--- src/rtl/keypad_scanner.sv ---
// keypad_scanner
//   Scans a 4x4 active-low matrix keypad, debounces the selected key and
//   hands one clean 4-bit key code to the opcode decoder / operand entry
//   logic. Codes 0000-1001 are digits, 1010-1101 are op keys.
//
// Ports
//   clk        : system clock, everything on the rising edge
//   rst        : synchronous active-high reset
//   col_n[3:0] : keypad columns, active-low, pulled up, asynchronous
//   row_n[3:0] : keypad row drive, one-hot active-low
//   key_code   : last accepted key = {row_idx[1:0], col_idx[1:0]}
//   key_strobe : one-cycle pulse, key_code valid
//   key_held   : high from the strobe cycle until the release is debounced
//
// Parameters
//   SCAN_DWELL      : cycles each row is driven before sampling (>= 3)
//   DEBOUNCE_CYCLES : consecutive stable cycles to accept press/release (>= 1)
//   REPEAT_CYCLES   : auto-repeat interval (>= 2), only with KEYPAD_REPEAT_EN
//
// Build option
//   KEYPAD_REPEAT_EN : when defined, a held key re-strobes every
//                      REPEAT_CYCLES cycles spent in HOLD. When undefined,
//                      exactly one strobe per debounced press.

module keypad_scanner #(
   parameter int SCAN_DWELL      = 4,
   parameter int DEBOUNCE_CYCLES = 8
`ifdef KEYPAD_REPEAT_EN
   ,
   parameter int REPEAT_CYCLES   = 64
`endif
) (
   input  logic       clk,
   input  logic       rst,
   input  logic [3:0] col_n,
   output logic [3:0] row_n,
   output logic [3:0] key_code,
   output logic       key_strobe,
   output logic       key_held
);

   localparam int DWELL_W = $clog2(SCAN_DWELL) + 1;
   localparam int DEB_W   = $clog2(DEBOUNCE_CYCLES) + 1;

   localparam logic [DWELL_W-1:0] DWELL_LAST = DWELL_W'(SCAN_DWELL - 1);
   localparam logic [DWELL_W-1:0] DWELL_ONE  = DWELL_W'(1);
   localparam logic [DEB_W-1:0]   DEB_LAST   = DEB_W'(DEBOUNCE_CYCLES - 1);
   localparam logic [DEB_W-1:0]   DEB_ONE    = DEB_W'(1);

`ifdef KEYPAD_REPEAT_EN
   localparam int REP_W = $clog2(REPEAT_CYCLES) + 1;
   localparam logic [REP_W-1:0] REP_LAST = REP_W'(REPEAT_CYCLES - 1);
   localparam logic [REP_W-1:0] REP_ONE  = REP_W'(1);
`endif

   typedef enum logic [1:0] {
      ST_SCAN     = 2'd0,
      ST_DEBOUNCE = 2'd1,
      ST_HOLD     = 2'd2,
      ST_RELEASE  = 2'd3
   } state_t;

   // registered state
   logic [3:0]         r_col_meta;
   logic [3:0]         r_col_s;
   state_t             r_state;
   logic [1:0]         r_row_idx;
   logic [DWELL_W-1:0] r_dwell;
   logic [DEB_W-1:0]   r_deb_cnt;
   logic [1:0]         r_cap_col;
   logic [3:0]         r_key_code;
   logic               r_key_strobe;
   logic               r_key_held;

   // next-state values
   state_t             w_state_next;
   logic [1:0]         w_row_idx_next;
   logic [DWELL_W-1:0] w_dwell_next;
   logic [DEB_W-1:0]   w_deb_cnt_next;
   logic [1:0]         w_cap_col_next;
   logic [3:0]         w_key_code_next;
   logic               w_key_strobe_next;
   logic               w_key_held_next;

`ifdef KEYPAD_REPEAT_EN
   logic [REP_W-1:0]   r_rep_cnt;
   logic [REP_W-1:0]   w_rep_cnt_next;
`endif

   // combinational helpers on the synchronized columns
   logic               w_any_low;
   logic [1:0]         w_low_col;
   logic               w_cap_high;

   assign w_any_low  = ~&r_col_s;
   assign w_cap_high = r_col_s[r_cap_col];

   // Lowest-index low column wins: scanning downward lets col 0 override.
   always_comb begin
      w_low_col = 2'd0;
      for (int i = 3; i >= 0; i--) begin
         if (!r_col_s[i]) begin
            w_low_col = 2'(i);
         end
      end
   end

   // Row drive is decoded straight from the row index; during DEBOUNCE,
   // HOLD and RELEASE the index is simply not advanced, which freezes it.
   assign row_n      = ~(4'b0001 << r_row_idx);
   assign key_code   = r_key_code;
   assign key_strobe = r_key_strobe;
   assign key_held   = r_key_held;

   always_comb begin
      w_state_next      = r_state;
      w_row_idx_next    = r_row_idx;
      w_dwell_next      = r_dwell;
      w_deb_cnt_next    = r_deb_cnt;
      w_cap_col_next    = r_cap_col;
      w_key_code_next   = r_key_code;
      w_key_strobe_next = 1'b0;
      w_key_held_next   = r_key_held;
`ifdef KEYPAD_REPEAT_EN
      // Only a cycle that stays in HOLD keeps the repeat count alive.
      w_rep_cnt_next    = '0;
`endif

      case (r_state)
         ST_SCAN: begin
            if (r_dwell == DWELL_LAST) begin
               w_dwell_next = '0;
               if (w_any_low) begin
                  w_cap_col_next = w_low_col;
                  w_deb_cnt_next = '0;
                  w_state_next   = ST_DEBOUNCE;
               end else begin
                  w_row_idx_next = r_row_idx + 2'd1;
               end
            end else begin
               w_dwell_next = r_dwell + DWELL_ONE;
            end
         end

         ST_DEBOUNCE: begin
            if (!w_cap_high) begin
               if (r_deb_cnt == DEB_LAST) begin
                  w_deb_cnt_next    = '0;
                  w_key_code_next   = {r_row_idx, r_cap_col};
                  w_key_strobe_next = 1'b1;
                  w_key_held_next   = 1'b1;
                  w_state_next      = ST_HOLD;
               end else begin
                  w_deb_cnt_next = r_deb_cnt + DEB_ONE;
               end
            end else begin
               // bounce: drop the candidate and move on to the next row
               w_deb_cnt_next = '0;
               w_row_idx_next = r_row_idx + 2'd1;
               w_dwell_next   = '0;
               w_state_next   = ST_SCAN;
            end
         end

         ST_HOLD: begin
            if (w_cap_high) begin
               // The cycle that first sees the column high is the first
               // of the consecutive highs needed for release.
               if (DEB_LAST == '0) begin
                  w_key_held_next = 1'b0;
                  w_row_idx_next  = r_row_idx + 2'd1;
                  w_dwell_next    = '0;
                  w_deb_cnt_next  = '0;
                  w_state_next    = ST_SCAN;
               end else begin
                  w_deb_cnt_next = DEB_ONE;
                  w_state_next   = ST_RELEASE;
               end
            end else begin
`ifdef KEYPAD_REPEAT_EN
               if (r_rep_cnt == REP_LAST) begin
                  w_key_strobe_next = 1'b1;
                  w_rep_cnt_next    = '0;
               end else begin
                  w_rep_cnt_next = r_rep_cnt + REP_ONE;
               end
`endif
            end
         end

         ST_RELEASE: begin
            if (!w_cap_high) begin
               w_deb_cnt_next = '0;
               w_state_next   = ST_HOLD;
            end else if (r_deb_cnt == DEB_LAST) begin
               w_deb_cnt_next  = '0;
               w_key_held_next = 1'b0;
               w_row_idx_next  = r_row_idx + 2'd1;
               w_dwell_next    = '0;
               w_state_next    = ST_SCAN;
            end else begin
               w_deb_cnt_next = r_deb_cnt + DEB_ONE;
            end
         end

         default: begin
            w_state_next = ST_SCAN;
         end
      endcase
   end

   always_ff @(posedge clk) begin
      if (rst) begin
         r_col_meta   <= 4'b1111;
         r_col_s      <= 4'b1111;
         r_state      <= ST_SCAN;
         r_row_idx    <= 2'd0;
         r_dwell      <= '0;
         r_deb_cnt    <= '0;
         r_cap_col    <= 2'd0;
         r_key_code   <= 4'b0000;
         r_key_strobe <= 1'b0;
         r_key_held   <= 1'b0;
`ifdef KEYPAD_REPEAT_EN
         r_rep_cnt    <= '0;
`endif
      end else begin
         r_col_meta   <= col_n;
         r_col_s      <= r_col_meta;
         r_state      <= w_state_next;
         r_row_idx    <= w_row_idx_next;
         r_dwell      <= w_dwell_next;
         r_deb_cnt    <= w_deb_cnt_next;
         r_cap_col    <= w_cap_col_next;
         r_key_code   <= w_key_code_next;
         r_key_strobe <= w_key_strobe_next;
         r_key_held   <= w_key_held_next;
`ifdef KEYPAD_REPEAT_EN
         r_rep_cnt    <= w_rep_cnt_next;
`endif
      end
   end

endmodule

--- config.mk ---
export PLATFORM = sky130hd
export DESIGN_NAME = keypad_scanner
export DESIGN_NICKNAME = d
export VERILOG_FILES = /design/src/rtl/keypad_scanner.sv
export SDC_FILE = /design/constraint.sdc
export NUM_CORES = 1
export LEC_CHECK = 0
export CORE_ASPECT_RATIO = 1.1
export CORE_MARGIN = 3
export CORE_UTILIZATION = 34
export CTS_CLUSTER_SIZE = 40
export DETAILED_ROUTE_END_ITERATION = 12
export DONT_BUFFER_PORTS = 1
export PLACE_DENSITY = 0.55
export SLEW_MARGIN = 10
export SYNTH_ARGS = -nofsm -noshare
export SYNTH_HDL_FRONTEND = slang
export SYNTH_SLANG_ARGS = --single-unit
--- constraint.sdc ---
create_clock -name clk -period 2.2 [get_ports clk]
set_input_delay 0.44 -clock clk [delete_from_list [all_inputs] [get_ports clk]]
set_output_delay 0.44 -clock clk [all_outputs]
set_load 0.02 [all_outputs]
==> results of run 1 <==
## stage by stage
| step | util (%) | power (W) | instances | hold WS (ns) | setup WS [ns] |
|---|---|---|---|---|---|
| 3_5_place_dp | 37.7 | 0.000619 | 180 | 0.393 | 0.299 |
| 2_1_floorplan | - | 0.000606 | 136 | 0.389 | 0.446 |
| 5_1_grt | 38.6 | 0.000866 | 184 | 0.135 | 0.161 |
| 3_3_place_gp | 37.7 | 0.000615 | 180 | 0.393 | 0.359 |
| 6_report | 38.6 | 0.000832 | 184 | 0.151 | 0.321 |
| 4_1_cts | 38.6 | 0.000846 | 184 | 0.134 | 0.285 |
## cells in the final DEF (no fill, tap or decap), types with 2 or more instances in the layout
master,netlist,final
or2_2,8,8
o21ai_0,5,5
nand2_1,11,11
ha_1,6,6
nor2b_1,3,3
a211o_1,2,2
nor3_1,6,6
nor2_1,10,10
mux2i_1,7,7
nor4_1,2,2
and3_1,2,2
nand3_1,2,2
a211oi_1,2,2
a21oi_1,6,6
clkbuf_4,0,3
nor3b_1,2,2
dfxtp_1,27,27
inv_1,11,11
## layer usage
metal	GRT usage (%)	vias to the layer above	share of wire, %
met5	0	-	0
met4	6.47	0	2.1
met3	2.11	4	3.7
met2	18.4	14	49
met1	12.7	427	46
li1	-	470	-
## final timing paths
check,from,endpoint,slack [ns],cells after the start
min reg2reg,r_col_meta[2],r_col_s[2],0.43,1
min,rst,r_deb_cnt[0],0.15,1
max,r_cap_col[0],r_row_idx[0],0.32,3
max reg2reg,r_cap_col[0],r_row_idx[0],0.32,3
## where the power goes
part	leakage (nW)	internal [W]	switching, W
Clock	0.0139	0.0000698	0.000156
Combinational	0.280	0.0000369	0.0000431
Sequential	0.220	0.000509	0.0000181
## cell type report
cell class	instances	share of cell area, %
multi-input combinational	93	48.8
timing repair buffer	1	0.566
tap	48	4.52
clock buffer	3	1.70
clock inverter	1	0.566
inverter	11	3.11
sequential	27	40.7
## sequential cells by signal, indices dropped and copies added, names as in the netlist, named ones only
register and cells:
key_code 4, r_col_meta 4, r_col_s 4, r_deb_cnt 4, r_dwell 3, r_cap_col 2
r_row_idx 2, key_held 1, key_strobe 1, r_state 1
## Yosys cell counts (all sizes together), types with 5 or more instances
library cell and instances:
nand2 11, inv 11, o21ai 5, nor3 6, ha 6, clkbuf 5
a21oi 6, nor2 10, mux2i 7, or2 8, dfxtp 27
## cells by family (layout without fill, tap and decap cells)
logic type	Yosys count	in the layout	synth area share, %
AOI/OAI and AO/OA	22	22	11.6
xor gates and xnor gates	1	1	1.30
adders and majority gates	6	6	6.01
buffers and inverters	16	16	4.81
DFF	27	27	43.3
muxes	9	9	8.32
and+or+nand+nor	55	55	24.7
==> results.py, run 1 <==
metrics = {
    "routing": {
        "wl_per_cell_um": 12.2,
        "routed_wl_um": 2240,
        "dr.pass1.iters": 3,
        "via_per_inst": 4.97,
        "drc": 0,
        "drt_iter0_drc": 13,
        "ant_nets": 0,
        "dr_total_vias": 915,
    },
    "final_layout": {
        "fin_area_um2": 1330,
        "final_layout_size_suffix_gt1_share_pct": 13.2,
        "syn_to_final_growth_pct": 6.31,
        "diodes": 0,
        "n_fill_cell": 364,
        "nNetsFinal": 149,
        "seqCellArea_um2": 541,
        "multi_input_area_um2": 648,
    },
    "sta": {
        "period_share_pct": 85.4,
        "worst_pin_slew_ns": 0.415,
        "slew_headroom_pct": 72.1,
        "tns_ns": 0,
        "setup_violations": 0,
        "hold_viol": 0,
        "max_freq_mhz": 532,
        "rsz0062_at_grt": "false",
        "skew_ns": 0.00138,
        "finalCriticalPeriod_ns": 1.88,
        "slew_viol_final": 0,
    },
    "floorplanning": {
        "dieArea_um2": 4440,
        "core_area_um2": 3440,
        "die_h_um": 69.6,
        "pin_count": 16,
        "fp.dieW_um": 63.8,
        "rows": 22,
        "start_util_pct": 36.3,
    },
    "power": {
        "leakage_nw": 0.514,
        "p_per_area_nw_per_um2": 627,
        "peakVddDrop_v": 0.000338,
    },
    "flow_run": {
        "cap_viol_max_count": 0,
    },
    "global_routing": {
        "grt_max_degree": 27,
        "grt_pass1_vias": 890,
        "grt_pass1_wl_um": 3910,
        "grt_overflow": 0,
        "grt_use_total_pct": 11.0,
        "antenna_found_initial": 0,
    },
    "worst_setup_path": {
        "critPathKind": "register to register",
        "worst-path-buf-inv": 0,
        "arrival_ns": 2.13,
        "path_cells": "mux4_2 -> a22oi_1 -> mux2_2",
        "crit_required_ns": 2.45,
        "cp_max_fo": 7,
        "slowest_delay_ns": 0.64,
        "crit_path_end_kind": "register",
        "cpMaxStageDelayCell": "mux4_2",
        "critical_path.top_delay_family": "multiplexers",
        "startpoint_type": "register",
    },
    "cts": {
        "htreeDepth": 1,
        "clkLatencyLatePin_ns": 0.33,
        "cts.path.max_buffers": 2,
        "clk_pin_slew_ns": 0.15,
        "cts_buffers": 3,
        "cts_root_buffer": "clkbuf_4",
        "post_cts_resized": 0,
        "cts.sinks": 27,
        "postCtsSetupBuffers": 0,
        "holdBufCountCts": 0,
        "tritoncts": "built",
    },
    "status": {
        "outcome": "completed",
    },
    "synthesis": {
        "yosysWarnings": 0,
        "ys.flop_type": "dfxtp_1",
        "synth.distinct_cells": 37,
        "synth_top_cell_area_share_pct": 43.3,
        "ys_seq_elements": 27,
        "synth_cells": 136,
        "yosys.area.top_type": "dfxtp_1",
        "synth_area_leaders": "dfxtp_1 (43%), ha_1 (6.0%), mux2i_1 (5.6%)",
        "synth-async-reset-ratio_pct": 0,
        "synth-edff-count": 0,
        "postSynthAreaPerCell_um2": 9.18,
        "ys_seq_area_share_pct": 43.3,
        "synth_area_um2": 1250,
        "synth.net_count": 148,
    },
    "placement": {
        "dpl.hpwl_um": 1650,
        "port_buffers": 0,
        "placed_area_um2": 1300,
        "routabilityCongestion": 0.742,
    },
    "worst_hold_path": {
        "min_path_type": "input port to register",
    },
}
No activity file was read; power rests on OpenSTA's default activity.
==> run 2, diff against run 1 <==
ABC_AREA = 0   (was default)
CORE_MARGIN = 5   (was 3)
==> run 2 against run 1 <==
Total power is 5.0% higher. First-iteration DRC count is 62% higher. Largest cell class unchanged. Clock power increased by 20%. Sequential power about the same. Worst setup slack lost 0.022 ns. Sequential share of layout area down 0.53 points. Highest routed layer unchanged. Core utilization shrank 1.2 points. Clock-buffer cell count is 1 higher. Clock skew increased by 0.0010 ns. Largest power group unchanged.
==> results.py, run 2 (synthesized netlist as in run 1, its figures left out) <==
metrics = {
    "cts": {
        "holdBufCountCts": 0,
        "postCtsSetupBuffers": 0,
        "tritoncts": "built",
        "cts.path.max_buffers": 2,
        "post_cts_resized": 0,
        "cts_root_buffer": "clkbuf_8",
        "htreeDepth": 1,
        "clkLatencyLatePin_ns": 0.27,
        "clk_pin_slew_ns": 0.08,
        "cts.sinks": 27,
        "cts_buffers": 3,
    },
    "global_routing": {
        "grt_pass1_vias": 891,
        "antenna_found_initial": 0,
        "grt_pass1_wl_um": 3930,
        "grt_use_total_pct": 10.2,
        "grt_max_degree": 27,
        "grt_overflow": 0,
    },
    "routing": {
        "wl_per_cell_um": 11.9,
        "dr.pass1.iters": 4,
        "drc": 0,
        "dr_total_vias": 898,
        "ant_nets": 0,
        "routed_wl_um": 2210,
        "drt_iter0_drc": 21,
        "via_per_inst": 4.83,
    },
    "placement": {
        "routabilityCongestion": 0.745,
        "placed_area_um2": 1300,
        "dpl.hpwl_um": 1730,
        "port_buffers": 0,
    },
    "final_layout": {
        "final_cell_mix": "dfxtp_1 (27), inv_1 (11), nand2_1 (11), nor2_1 (10), or2_2 (8)",
        "fin_area_um2": 1350,
        "mostFrequentLayoutCell": "dfxtp_1",
        "diodes": 0,
        "nNetsFinal": 149,
        "n_fill_cell": 368,
        "syn_to_final_growth_pct": 7.72,
        "final_layout_size_suffix_gt1_share_pct": 12.5,
    },
    "worst_setup_path": {
        "rrSetupSlack_ns": 0.30,
        "r2r-end": "key_code[3]",
        "r2r-start": "r_cap_col[0]",
        "slowest_delay_ns": 0.65,
        "arrival_ns": 2.07,
        "crit_required_ns": 2.37,
        "startpoint_type": "register",
        "critical_path.top_delay_family": "multiplexers",
        "r2r_cells": 4,
        "cp_max_fo": 7,
        "cpMaxStageDelayCell": "mux4_2",
        "crit_path_end_kind": "register",
        "critPathKind": "register to register",
        "worst-path-buf-inv": 0,
        "path_cells": "mux4_2 -> nor4_4 -> mux2i_1 -> nor2_1",
    },
    "worst_hold_path": {
        "hold-path-cell-count": 1,
        "holdCritStartpoint": "rst",
        "min_path_type": "input port to register",
        "holdPathEnd": "key_held",
    },
    "sta": {
        "skew_ns": 0.00240,
        "setup_violations": 0,
        "finalCriticalPeriod_ns": 1.90,
        "slew_headroom_pct": 70.0,
        "max_freq_mhz": 526,
        "period_share_pct": 86.4,
        "rsz0062_at_grt": "false",
        "tns_ns": 0,
        "hold_viol": 0,
        "slew_viol_final": 0,
        "worst_pin_slew_ns": 0.446,
    },
    "floorplanning": {
        "fp.dieW_um": 67.8,
        "die_h_um": 73.6,
        "rows": 23,
        "pin_count": 16,
        "core_area_um2": 3600,
        "dieArea_um2": 4990,
        "start_util_pct": 34.7,
    },
    "power": {
        "leakage_nw": 0.523,
        "peakVddDrop_v": 0.000336,
        "total_power_w": 0.000874,
        "p_per_area_nw_per_um2": 650,
    },
    "flow_run": {
        "cap_viol_max_count": 0,
    },
    "status": {
        "outcome": "completed",
    },
}
## run 2: how the worst max path moves through the flow
stage	startpoint	end	slack (ns)	depth (start not counted)
4_1_cts	r_cap_col[0]	key_code[3]	0.29	4
3_5_place_dp	r_cap_col[0]	key_code[3]	0.30	4
6_report	r_cap_col[0]	key_code[3]	0.30	4
5_1_grt	r_cap_col[0]	key_code[0]	0.18	4
2_1_floorplan	r_cap_col[0]	key_code[0]	0.45	4
3_3_place_gp	r_cap_col[0]	key_code[3]	0.38	4
## run 2: per-layer routing
layer / vias to the layer above / routed length [µm] / global-route usage [%]
li1: 474 / - / -
met1: 407 / 978 / 11.9
met2: 15 / 1100 / 17.4
met3: 2 / 117 / 2.91
met4: 0 / 22 / 3.97
met5: - / 0 / 0
## run 2: stage by stage
step	hold slack, ns	cells	setup slack (ns)	util, %
final	0.234	186	0.299	37.4
after global routing	0.214	186	0.184	37.4
after CTS	0.222	186	0.290	37.4
after detailed placement	0.398	182	0.301	36.1
after global placement	0.394	182	0.376	36.1
after floorplan	0.389	136	0.446	-
## run 2: area by class of cell
type	instances	area (µm²)	share of cell area [%]
Clock buffer	4	45.0	3.35
Inverter	11	41.3	3.07
Multi-Input combinational cell	93	648	48.2
Sequential cell	27	541	40.2
Tap cell	50	62.6	4.65
Timing Repair Buffer	1	7.51	0.558
## run 2: report_power, final
group	switching (W)	leakage [nW]	internal [W]	total (W)
Clock	0.000140	0.0228	0.000129	0.000269
Sequential	0.0000173	0.220	0.000508	0.000525
Combinational	0.0000426	0.280	0.0000372	0.0000797
==> run 3, diff against run 2 <==
CTS_BUF_LIST = sky130_fd_sc_hd__clkbuf_8 sky130_fd_sc_hd__clkbuf_16   (was default)
CTS_CLUSTER_SIZE = default   (was 40)
==> run 3 against run 2 <==
Clock-buffer cell count shrank 1. Flip-flop and latch count is the same. Critical path depth is the same. Clock skew is essentially flat. Critical endpoint unchanged. Highest routed layer unchanged.
==> results.py, run 3 (synthesized netlist as in run 1, its figures left out) <==
metrics = {
    "power": {
        "combPwrFrac_pct": 9.2,
        "clkPwrFrac_pct": 30.4,
        "switching_share_pct": 23.0,
        "power.switching_w": 0.000200,
        "peakVddDrop_v": 0.000336,
        "leakage_nw": 0.527,
        "internal-power_w": 0.000670,
        "p_per_area_nw_per_um2": 647,
        "seqPwrFrac_pct": 60.4,
    },
    "final_layout": {
        "n_fill_cell": 368,
        "syn_to_final_growth_pct": 7.72,
        "mostFrequentLayoutCell": "dfxtp_1",
        "final_cell_mix": "dfxtp_1 (27), inv_1 (12), nand2_1 (11), nor2_1 (10), or2_2 (8)",
        "postLayoutCoreUtil_pct": 37.4,
        "final_layout_size_suffix_gt1_share_pct": 12.5,
        "diodes": 0,
        "nNetsFinal": 149,
    },
    "routing": {
        "dr.pass1.iters": 4,
        "ant_nets": 0,
        "drt_iter0_drc": 21,
        "drc": 0,
        "via_per_inst": 4.83,
        "routed_wl_um": 2210,
        "dr_total_vias": 898,
        "wl_per_cell_um": 11.9,
    },
    "worst_setup_path": {
        "rrSetupSlack_ns": 0.30,
        "r2r_cells": 4,
        "cp_max_fo": 7,
        "slowest_delay_ns": 0.65,
        "startpoint_type": "register",
        "path_cells": "mux4_2 -> nor4_4 -> mux2i_1 -> nor2_1",
        "crit_required_ns": 2.37,
        "arrival_ns": 2.07,
        "critPathKind": "register to register",
        "crit_path_end_kind": "register",
        "r2r-end": "key_code[3]",
        "r2r-start": "r_cap_col[0]",
        "cpMaxStageDelayCell": "mux4_2",
    },
    "cts": {
        "holdBufCountCts": 0,
        "post_cts_resized": 0,
        "postCtsSetupBuffers": 0,
        "cts_root_buffer": "clkbuf_8",
        "htreeDepth": 1,
        "cts.sinks": 27,
        "clk_pin_slew_ns": 0.08,
        "cts.path.max_buffers": 2,
        "clkLatencyLatePin_ns": 0.27,
        "tritoncts": "built",
        "cts_buffers": 3,
    },
    "sta": {
        "finalCriticalPeriod_ns": 1.90,
        "tns_ns": 0,
        "hold_viol": 0,
        "rsz0062_at_grt": "false",
        "slew_viol_final": 0,
        "worst_pin_slew_ns": 0.446,
        "max_freq_mhz": 526,
        "setup_violations": 0,
        "slew_headroom_pct": 70.0,
        "period_share_pct": 86.4,
        "skew_ns": 0.00263,
    },
    "floorplanning": {
        "die_h_um": 73.6,
        "start_util_pct": 34.7,
        "rows": 23,
        "fp.dieW_um": 67.8,
        "dieArea_um2": 4990,
        "core_area_um2": 3600,
        "pin_count": 16,
    },
    "global_routing": {
        "grt_max_degree": 27,
        "grt_overflow": 0,
        "antenna_found_initial": 0,
        "grt_pass1_wl_um": 3930,
        "grt_pass1_vias": 891,
        "grt_use_total_pct": 10.2,
    },
    "worst_hold_path": {
        "min_path_type": "input port to register",
        "holdCritStartpoint": "rst",
        "hold-path-cell-count": 1,
        "holdPathEnd": "key_held",
    },
    "placement": {
        "dpl.hpwl_um": 1730,
        "port_buffers": 0,
        "routabilityCongestion": 0.745,
    },
    "flow_run": {
        "cap_viol_max_count": 0,
    },
    "status": {
        "outcome": "completed",
    },
}
## run 3: power groups by stage
stage / combinational, W / sequential (W) / clock [W]
final: 0.0000797 / 0.000525 / 0.000265
after global routing: 0.0000916 / 0.000529 / 0.000302
after CTS: 0.0000817 / 0.000526 / 0.000278
after detailed placement: 0.0000813 / 0.000537 / 0
after global placement: 0.0000778 / 0.000537 / 0
after floorplan: 0.0000729 / 0.000533 / 0
## run 3: worst max path at each step
stage / start / endpoint
after CTS: r_cap_col[0] / key_code[3]
after floorplan: r_cap_col[0] / key_code[0]
final: r_cap_col[0] / key_code[3]
after global routing: r_cap_col[0] / key_code[0]
after global placement: r_cap_col[0] / key_code[3]
after detailed placement: r_cap_col[0] / key_code[3]
## run 3: area by class of cell
class	instances	area, µm²	area share, %
clock buffer	3	41.3	3.07
clock inverter	1	3.75	0.279
inverter	11	41.3	3.07
multi-input combinational	93	648	48.2
sequential	27	541	40.2
tap	50	62.6	4.65
timing repair buffer	1	7.51	0.558
## run 3: critical path, delay by kind of cell (launching register included)
kind / cells / cell delay, ns
mux: 2 / 0.89
simple gates: 2 / 0.50
flops: 1 / 0.42
## run 3: metal layers
layer	global-route usage (%)	up-vias	wire, µm
met5	0	-	0
met4	3.97	0	22
met3	2.91	2	117
met2	17.4	15	1100
met1	11.9	407	977
li1	-	474	-
## run 3: through the flow
stage	total power [W]	worst slack [ns]	cell area, µm²	instances	hold WS, ns
finish	0.000870	0.299	1350	186	0.234
global placement	0.000615	0.376	1300	182	0.394
global route	0.000923	0.184	1350	186	0.213
CTS	0.000886	0.290	1350	186	0.222
floorplan	0.000606	0.446	1250	136	0.389
detailed placement	0.000619	0.301	1300	182	0.398
